## src/rtl/micro_instr_pkg.sv

```systemverilog
// Shared opcode/phase constants and the control-word layout for micro_instruction_decoder.
package micro_instr_pkg;

    localparam logic [3:0] OP_NOP  = 4'b0000;
    localparam logic [3:0] OP_ADD  = 4'b0001;
    localparam logic [3:0] OP_SUB  = 4'b0010;
    localparam logic [3:0] OP_OUT  = 4'b0011;
    localparam logic [3:0] OP_IN   = 4'b0100;
    localparam logic [3:0] OP_LOAD = 4'b0101;

    localparam int unsigned PH_T0 = 0;
    localparam int unsigned PH_T1 = 1;
    localparam int unsigned PH_T2 = 2;
    localparam int unsigned PH_T3 = 3;

    // Field order matches the top-level output port order.
    typedef struct packed {
        logic prog_count;
        logic load_out;
        logic add_sub;
        logic enable_in;
        logic enable_alu;
        logic read_mem;
        logic load_b;
        logic load_instr;
        logic enable_a;
        logic enable_instr;
        logic load_a;
    } ctrl_word_t;

    localparam ctrl_word_t CTRL_IDLE = '0;

endpackage

```

## src/rtl/micro_instr_rom.sv

```systemverilog
// Combinational (opcode, one-hot phase) -> control word lookup with illegal-decode flag.
module micro_instr_rom
    import micro_instr_pkg::*;
(
    input  logic [3:0]  instr,
    input  logic [3:0]  phase,
    output ctrl_word_t  ctrl,
    output logic        illegal
);

    always_comb begin
        ctrl    = CTRL_IDLE;
        illegal = 1'b0;
        if (!$onehot(phase)) begin
            illegal = 1'b1;
        end else if (phase[PH_T0]) begin
            ctrl.read_mem   = 1'b1;
            ctrl.load_instr = 1'b1;
        end else if (phase[PH_T1]) begin
            ctrl.prog_count   = 1'b1;
            ctrl.enable_instr = 1'b1;
        end else if (phase[PH_T2]) begin
            case (instr)
                OP_NOP:  ctrl.read_mem = 1'b1;
                OP_ADD:  begin ctrl.load_b = 1'b1; ctrl.enable_instr = 1'b1; end
                OP_SUB:  begin ctrl.add_sub = 1'b1; ctrl.load_b = 1'b1; ctrl.enable_instr = 1'b1; end
                OP_OUT:  begin ctrl.load_out = 1'b1; ctrl.enable_a = 1'b1; end
                OP_IN:   begin ctrl.enable_in = 1'b1; ctrl.load_a = 1'b1; end
                OP_LOAD: begin ctrl.enable_instr = 1'b1; ctrl.load_a = 1'b1; end
                default: illegal = 1'b1;
            endcase
        end else begin
            case (instr)
                OP_ADD:  begin ctrl.enable_alu = 1'b1; ctrl.load_a = 1'b1; end
                OP_SUB:  begin ctrl.enable_alu = 1'b1; ctrl.add_sub = 1'b1; ctrl.load_a = 1'b1; end
                OP_NOP, OP_OUT, OP_IN, OP_LOAD: ctrl = CTRL_IDLE;
                default: illegal = 1'b1;
            endcase
        end
    end

endmodule

```

## src/rtl/micro_instruction_decoder.sv

```systemverilog
// Registered microcode control decoder for the 4-bit accumulator CPU.
// Optional MICRO_INSTR_PHASE_GEN_EN replaces the phase port with an internal one-hot ring counter.
module micro_instruction_decoder
    import micro_instr_pkg::*;
(
    input  logic       clk,
    input  logic       rst,
    input  logic [3:0] instr,
    input  logic [3:0] phase,
    output logic       prog_count,
    output logic       load_out,
    output logic       add_sub,
    output logic       enable_in,
    output logic       enable_alu,
    output logic       read_mem,
    output logic       load_b,
    output logic       load_instr,
    output logic       enable_a,
    output logic       enable_instr,
    output logic       load_a,
    output logic       illegal
);

    logic [3:0] phase_sel;
    ctrl_word_t ctrl_d;
    ctrl_word_t ctrl_q;
    logic       illegal_d;
    logic       illegal_q;

`ifdef MICRO_INSTR_PHASE_GEN_EN
    logic [3:0] ring;

    always_ff @(posedge clk or posedge rst) begin
        if (rst) ring <= 4'b0001;
        else     ring <= {ring[2:0], ring[3]};
    end

    assign phase_sel = ring;
`else
    assign phase_sel = phase;
`endif

    micro_instr_rom u_rom (
        .instr   (instr),
        .phase   (phase_sel),
        .ctrl    (ctrl_d),
        .illegal (illegal_d)
    );

    always_ff @(posedge clk or posedge rst) begin
        if (rst) begin
            ctrl_q    <= CTRL_IDLE;
            illegal_q <= 1'b0;
        end else begin
            ctrl_q    <= ctrl_d;
            illegal_q <= illegal_d;
        end
    end

    assign prog_count   = ctrl_q.prog_count;
    assign load_out     = ctrl_q.load_out;
    assign add_sub      = ctrl_q.add_sub;
    assign enable_in    = ctrl_q.enable_in;
    assign enable_alu   = ctrl_q.enable_alu;
    assign read_mem     = ctrl_q.read_mem;
    assign load_b       = ctrl_q.load_b;
    assign load_instr   = ctrl_q.load_instr;
    assign enable_a     = ctrl_q.enable_a;
    assign enable_instr = ctrl_q.enable_instr;
    assign load_a       = ctrl_q.load_a;
    assign illegal      = illegal_q;

endmodule

```

## config.mk

```make
export PLATFORM = sky130hd
export DESIGN_NAME = micro_instruction_decoder
export DESIGN_NICKNAME = d
export VERILOG_FILES = /design/src/rtl/micro_instr_pkg.sv /design/src/rtl/micro_instr_rom.sv /design/src/rtl/micro_instruction_decoder.sv
export SDC_FILE = /design/constraint.sdc
export NUM_CORES = 1
export LEC_CHECK = 0
export ABC_AREA = 1
export CAP_MARGIN = 30
export CORE_AREA = 3 3 40 42
export CTS_BUF_LIST = sky130_fd_sc_hd__clkbuf_2 sky130_fd_sc_hd__clkbuf_4 sky130_fd_sc_hd__clkbuf_8
export DETAILED_ROUTE_END_ITERATION = 16
export DIE_AREA = 0 0 43 45
export DONT_BUFFER_PORTS = 1
export PLACE_DENSITY = 0.61
export SLEW_MARGIN = 20
export SYNTH_ARGS = -nofsm -noshare
export SYNTH_HDL_FRONTEND = slang
export SYNTH_SLANG_ARGS = --single-unit
export TNS_END_PERCENT = 30
```

## constraint.sdc

```tcl
create_clock -name clk -period 1.25 [get_ports clk]
set_clock_uncertainty 0.05 [all_clocks]
set_input_delay 0.25 -clock clk [delete_from_list [all_inputs] [get_ports clk]]
set_output_delay 0.25 -clock clk [all_outputs]
set_load 0.05 [all_outputs]
```

Word level (Yosys, flattened, before mapping)
Cells that the tools add are included.
{"block": "totals", "wordCells": 51, "regBits": 12, "inputBits": 10}
{"block": "op_classes", "addsub": 3, "n_reduce_logical": 5, "muxes": 25, "n_eq_ne": 6}
{"op": "1-bit 2-to-1 mux", "count": 18}
{"op": "11-bit 2-to-1 mux", "count": 1}
{"op": "3-bit 2-to-1 mux", "count": 3}
{"op": "4-bit by 2-bit == test with 1-bit output, second input constant", "count": 2}
{"op": "4-bit by 3-bit == test with 1-bit output, second input constant", "count": 2}
{"op": "8-bit 2-to-1 mux", "count": 1}
{"op": "6-bit OR reduction", "count": 1}
{"op": "5-bit 2-to-1 mux", "count": 1}
{"op": "1-bit by 1-bit adder with 2-bit output", "count": 2}
{"op": "4-bit by 1-bit == test with 1-bit output, second input constant", "count": 1}
{"op": "4-bit zero test", "count": 1}
{"op": "2-bit OR reduction", "count": 2}
{"op": "3-bit adder", "count": 1}
{"op": "3-bit by 1-bit == test with 1-bit output, second input constant", "count": 1}
{"op": "3-bit OR reduction", "count": 1}
{"op": "2-bit 2-to-1 mux", "count": 1}

Longest topological paths before layout
Gate-level depths: netlist of run 1.
{"block": "logic_depth", "ltp_word": 7, "mapped_depth": 12, "ltp_nobuf": 12}

Modules after synthesis
Synthesis of run 1 repeated with hierarchy kept, for this count alone.
{"block": "unflattened", "hier_cells": 61, "hier_area_um2": 589.3}
{"module": "micro_instruction_decoder", "cells_per_inst": 13, "seq_area_each_um2": 300.3, "area_each_um2": 304.0, "n_inst": 1}
{"module": "micro_instr_rom", "cells_per_inst": 48, "seq_area_each_um2": 0.0, "area_each_um2": 285.3, "n_inst": 1}

Worst setup path after synthesis of run 1
Ideal clock, no wire load.
{"block": "synth_path", "kind": "input-to-reg", "startpoint": "input phase[0]", "endpoint": "register ctrl_q, in the netlist enable_in", "t_arrival_ns": 1.672, "setup_slack_ns": -0.543, "stages": 10, "setup_ns": 0.071, "cell_sequence": "inv_2 -> ha_1 -> inv_1 -> ha_1 -> fa_1 -> nor2_4 -> nand3_2 -> inv_2 -> nand3_2 -> nor2_1"}
{"element": "start, declared", "line": "micro_instruction_decoder.sv:9", "rtl": "input logic [3:0] phase,"}
{"element": "end signal, assigned", "line": "micro_instruction_decoder.sv:55", "rtl": "ctrl_q <= ctrl_d;"}
{"element": "end, declared", "line": "micro_instruction_decoder.sv:26", "rtl": "ctrl_word_t ctrl_q;"}

==> qor.yml, run 1 <==
finish:
  fin_util: 0.565
  drive_gt1_frac: 0.386
  num_antenna_cells: 0
  fin_area_um2: 726
  multi_input_area_um2: 283
  fillers: 104
  stdcell_count: 85
  nNetsFinal: 86
  regArea_um2: 275
  syn2layout_area_growth_pct: 28.3
synthesis:
  synth_cell_types: 18
  synth_top_area_cell: "dfrtp_1"
  synth_flop_cell: "dfrtp_1"
  synth_edf_count: 0
  ys_seq_area_frac: 0.487
  synth_area_leaders: "dfrtp_1 49%, ha_1 8.8%, inv_1 6.6%"
  yosys-top-cells-count: "11 x dfrtp_1, 10 x inv_1, 10 x nand2_1, 8 x nor2_1, 4 x ha_1"
  syn_nets: 77
  synthArstFlopShare: 1.00
  yosysTopAreaCellShare: 0.487
  syn_avg_cell_area_um2: 9.12
  synth-seq-cells: 11
  ys_warn_count: 0
  synth.most_common_cell: "dfrtp_1"
  syn_inst: 62
  synthesis.area_um2: 566
critical_path:
  critPathMaxFanout: 3
  cp-start-kind: "primary input"
  worstPathRequired_ps: 1360
  worstPathArrival_ps: 1510
  end_kind: "flop"
  path_class: "primary input to flop"
status:
  status: "complete, but fails checks"
  violations: "negative setup slack"
clocking:
  numCtsBuffers: 3
  numClockSinks: 11
  ctsHtreeMaxLevel: 1
  cts_tree: "done"
  root_buffer: "clkbuf_4"
  clockBufferDepth: 2
  clk_pin_slew_worst_paths_ps: 70
  cts_setup_buffers: 0
routing:
  drc_errors: 0
  drtIter0Drc: 10
  drt-total-wl_um: 883
  post_drt_wl_per_cell_um: 10.4
  drtPass1Iterations: 4
  vias: 407
  antenna_left: 0
  routed_via_density: 4.79
timing:
  postLayoutSetupSlackWorst_ps: -150
  finalSetupTns_ps: -1430
  timing.fmax_mhz: 714
  slew_headroom: 0.702
  finalHoldViolCount: 0
  worst_slew_pin_slew_ps: 447
  slew_viol_final: 0
  period_needed_ps: 1400
  setup_violations: 11
  rsz0062_at_grt: "true"
  timing.hold.ws_ps: 51.4
  post-route-period-util: 1.12
placement:
  dp_hpwl_um: 727
  dp_slack_ps: -474
  post_dp_cell_area_um2: 664
  gp_congestion: 0.707
  place_inst: 79
  portBuffers: 0
grt:
  grt_overflow: 0
  grt_max_degree: 12
  grt_pass1_vias: 398
  grt_use_total: 0.107
  grt_pass1_wl_um: 1530
  antenna_found_initial: 0
power:
  peakVddDrop_v: 0.000623
  power_density_nw_per_um2: 1180
  power.total_mw: 0.854
  p_leak_nw: 0.358
die:
  ioPinCount: 22
  core-area_um2: 1280
  die-area_um2: 1940
  fp.dieH_um: 45
  die_w_um: 43
  rows: 13
  start_util: 0.440
job:
  cap_violations: 0
min_path:
  holdCritPathClass: "primary input to flop"
worst max-delay path: stages:
cell     delay (ps)
inv_12           10
ha_4            240
inv_2            40
ha_4            140
fa_2            540
nor2_4           40
nand3_2          60
inv_2            50
nand2_1          70
nand2_1          60
cell usage in the layout (no fill, tap or decap), drive strengths merged:
cell type    instances
nand4                2
o21ai                1
nand3                4
dlygate4sd3          2
ha                   4
a21oi                2
inv                 13
fa                   1
clkbuf               4
nor2                10
nor3                 1
buf                  3
dfrtp               11
nand2               12
routing by layer:
layer,global-route usage,wire [µm],vias up
met5,0,0,-
met2,0.162,459,17
met1,0.121,333,183
met3,0.0398,90,0
met4,0.0904,0,0
li1,-,-,207
worst paths after layout:
check,from,to,depth (start not counted)
worst max-delay path,phase[0],load_a,10
worst min-delay path,phase[2],load_b,2
max in group asynchronous,rst,add_sub,2
min in group asynchronous,rst,load_a,2
cell type report:
cell class,count,area share
inverter,13,0.0879
tap,15,0.0259
clock buffer,4,0.0414
multi-input combinational,37,0.390
sequential,11,0.379
timing repair buffer,5,0.0759
power by group:
group / internal, mW / leakage (nW) / switching, mW / total [mW]
sequential: 0.374 / 0.148 / 0.0749 / 0.448
combinational: 0.0708 / 0.191 / 0.0811 / 0.152
clock: 0.145 / 0.0184 / 0.109 / 0.254
kinds of logic after synthesis:
group | Yosys count | share of synthesized area
compound gates | 3 | 0.0332
fa+ha+maj | 5 | 0.124
buf+inv | 14 | 0.0996
flops | 11 | 0.487
simple gates | 29 | 0.257
registers in the layout, summed over array words and instances (netlist names):
signal        count
read_mem          1
enable_instr      1
prog_count        1
add_sub           1
load_a            1
load_b            1
enable_in         1
enable_alu        1
load_instr        1
illegal           1
load_out          1
what timing repair did:
action | CTS | global route
hold endpoints to repair | 12 | 0
hold buffers | 2 | 0
gates resized for setup | 1 | 5
endpoints found under the setup margin | 11 | 11
pin swaps | 5 | 0
Note: power is estimated with default switching activity, not from simulation.
==> run 2, diff against run 1 <==
--- a/config.mk
+++ b/config.mk
@@ -12,6 +12,7 @@
 export DETAILED_ROUTE_END_ITERATION = 16
 export DIE_AREA = 0 0 43 45
 export DONT_BUFFER_PORTS = 1
+export GPL_TIMING_DRIVEN = 0
 export PLACE_DENSITY = 0.61
 export SLEW_MARGIN = 20
 export SYNTH_ARGS = -nofsm -noshare
==> constraint.sdc (replaced) <==
create_clock -name clk -period 1.25 [get_ports clk]
set_clock_uncertainty 0.05 [all_clocks]
set_input_delay 0.3125 -clock clk [delete_from_list [all_inputs] [get_ports clk]]
set_output_delay 0.3125 -clock clk [all_outputs]
set_load 0.05 [all_outputs]
==> run 2 against run 1 <==
Clock-buffer cell count unchanged. The run still ends with negative setup slack left. Power shrank 2.2%. Cell count fell by 2.4%. Wire length rose by 4.1%. Combinational power fell by 7%. Largest power group unchanged.
==> qor.yml, run 2 (synthesis results as in run 1) <==
status:
  status: "complete, but fails checks"
  violations: "negative setup slack"
die:
  fp.dieH_um: 45  # unchanged
  ioPinCount: 22  # unchanged
  core-area_um2: 1280  # unchanged
  rows: 13  # unchanged
  start_util: 0.440  # unchanged
  die-area_um2: 1940  # unchanged
  die_w_um: 43  # unchanged
clocking:
  cts_tree: "done"
  numClockSinks: 11  # unchanged
  ctsHtreeMaxLevel: 1  # unchanged
  clk_pin_slew_worst_paths_ps: 60  # about the same
  clockBufferDepth: 2  # unchanged
  numCtsBuffers: 3  # unchanged
  root_buffer: "clkbuf_4"
critical_path:
  path_cells: "inv_12 -> ha_4 -> inv_2 -> ha_4 -> fa_2 -> inv_2 -> nand2_2 -> nor2_4 -> nand3_2 -> inv_2 -> nand3_2 -> nor2_1"
  cpMostUsedCell: "inv_2"
  critPathMaxFanout: 6  # +3
  end_kind: "flop"
  critical-path-max-stage-delay_ps: 330  # -210 ps
  cp-start-kind: "primary input"
  crit_slowest_cell: "fa_2"
  cp-endpoint: "enable_in"
  worstPathRequired_ps: 1390  # +30 ps
  critPathTopFamily: "adder cells"
  cp.depth: 12  # +2
  path_class: "primary input to flop"
  worstPathArrival_ps: 1640  # +130 ps
  crit_path_start: "phase[0]"
  cp_num_buf_inv: 4  # +1
routing:
  vias: 400  # -1.7%
  drtPass1Iterations: 4  # unchanged
  drtIter0Drc: 6  # -4
  post_drt_wl_per_cell_um: 11.1  # +6.6%
  routed_via_density: 4.82  # +0.65%
  drt-total-wl_um: 919  # +4.1%
  antenna_left: 0  # unchanged
  drc_errors: 0  # unchanged
timing:
  finalHoldViolCount: 0  # unchanged
  period_needed_ps: 1500  # +102 ps
  timing.hold.ws_ps: 63.1  # +11.7 ps
  slew_viol_final: 0  # unchanged
  slew_headroom: 0.702  # about the same
  rsz0062_at_grt: "true"
  worst_slew_pin_slew_ps: 448  # +0.519 ps
  post-route-period-util: 1.20  # +0.0818
  finalSetupTns_ps: -2510  # -1080 ps
  timing.fmax_mhz: 666  # -6.8%
  setup_violations: 12  # +1
  postLayoutSetupSlackWorst_ps: -252  # -102 ps
finish:
  drive_gt1_frac: 0.426  # +0.0408
  multi_input_area_um2: 277  # -2.2%
  syn2layout_area_growth_pct: 23.9
  stdcell_count: 83  # -2.4%
  regArea_um2: 282  # +2.3%
  layout_commonest_cell: "nand2_1"
  num_antenna_cells: 0  # unchanged
  layout_common_cells: "9 x nand2_1, 8 x nor2_1, 7 x inv_1"
  fillers: 118  # +13%
  nNetsFinal: 84  # -2.3%
  fin_area_um2: 701  # -3.4%
placement:
  dp_hpwl_um: 748  # +2.8%
  gp_congestion: 0.743  # +5.1%
  portBuffers: 0  # unchanged
  place_inst: 77  # -2.5%
  post_dp_cell_area_um2: 637  # -4.1%
power:
  power_density_nw_per_um2: 1190  # +1.3%
  peakVddDrop_v: 0.000491  # -21%
  p_leak_nw: 0.339  # -5.1%
grt:
  grt_pass1_wl_um: 1490  # -2.7%
  grt_max_degree: 12  # unchanged
  grt_pass1_vias: 405  # +1.8%
  antenna_found_initial: 0  # unchanged
  grt_use_total: 0.105  # -0.00236
  grt_overflow: 0  # unchanged
min_path:
  holdCritPathClass: "primary input to flop"
job:
  cap_violations: 0  # unchanged
[run 2: worst min-delay path by stage]
stage                        start         end  slack (ps)  cells past startpoint
after floorplan                rst     add_sub         110                      1
after global placement         rst  load_instr         150                      1
after detailed placement       rst  enable_alu         150                      1
after CTS                 instr[0]   enable_in          50                      1
after global routing      instr[0]   enable_in          50                      1
final                     instr[0]   enable_in          60                      1
[run 2: layer usage]
metal / GRT usage / wire length, µm
met4: 0.0904 / 23
met1: 0.109 / 328
met2: 0.174 / 481
met3: 0.0319 / 85
met5: 0 / 0
[run 2: area by class of cell]
cell class | instances | area share
inverters | 13 | 0.0875
well taps | 15 | 0.0268
multi-input cells | 37 | 0.395
plain buffers | 1 | 0.0214
clock buffers | 4 | 0.0429
repair buffers | 2 | 0.0250
flip-flops and latches | 11 | 0.402
[run 2: through the flow]
step           setup slack, ps   util  power, mW
6_report                  -252  0.545      0.836
5_1_grt                   -332  0.545      0.883
4_1_cts                   -231  0.539      0.843
3_5_place_dp              -589  0.496      0.584
3_3_place_gp              -581  0.496      0.581
2_1_floorplan             -511      -      0.566
[run 2: what timing repair did]
item | CTS | global route
endpoints found under the hold margin | 11 | 0
buffers inserted | 1 | 0
gates resized for setup | 4 | 6
hold buffers | 1 | 0
pin swaps | 5 | 4
endpoints found under the setup margin | 14 | 21
[run 2: power by group]
group,internal [mW],leakage (nW),switching [mW]
sequential,0.376,0.141,0.0754
clock,0.144,0.0184,0.0982
combinational,0.0645,0.180,0.0768
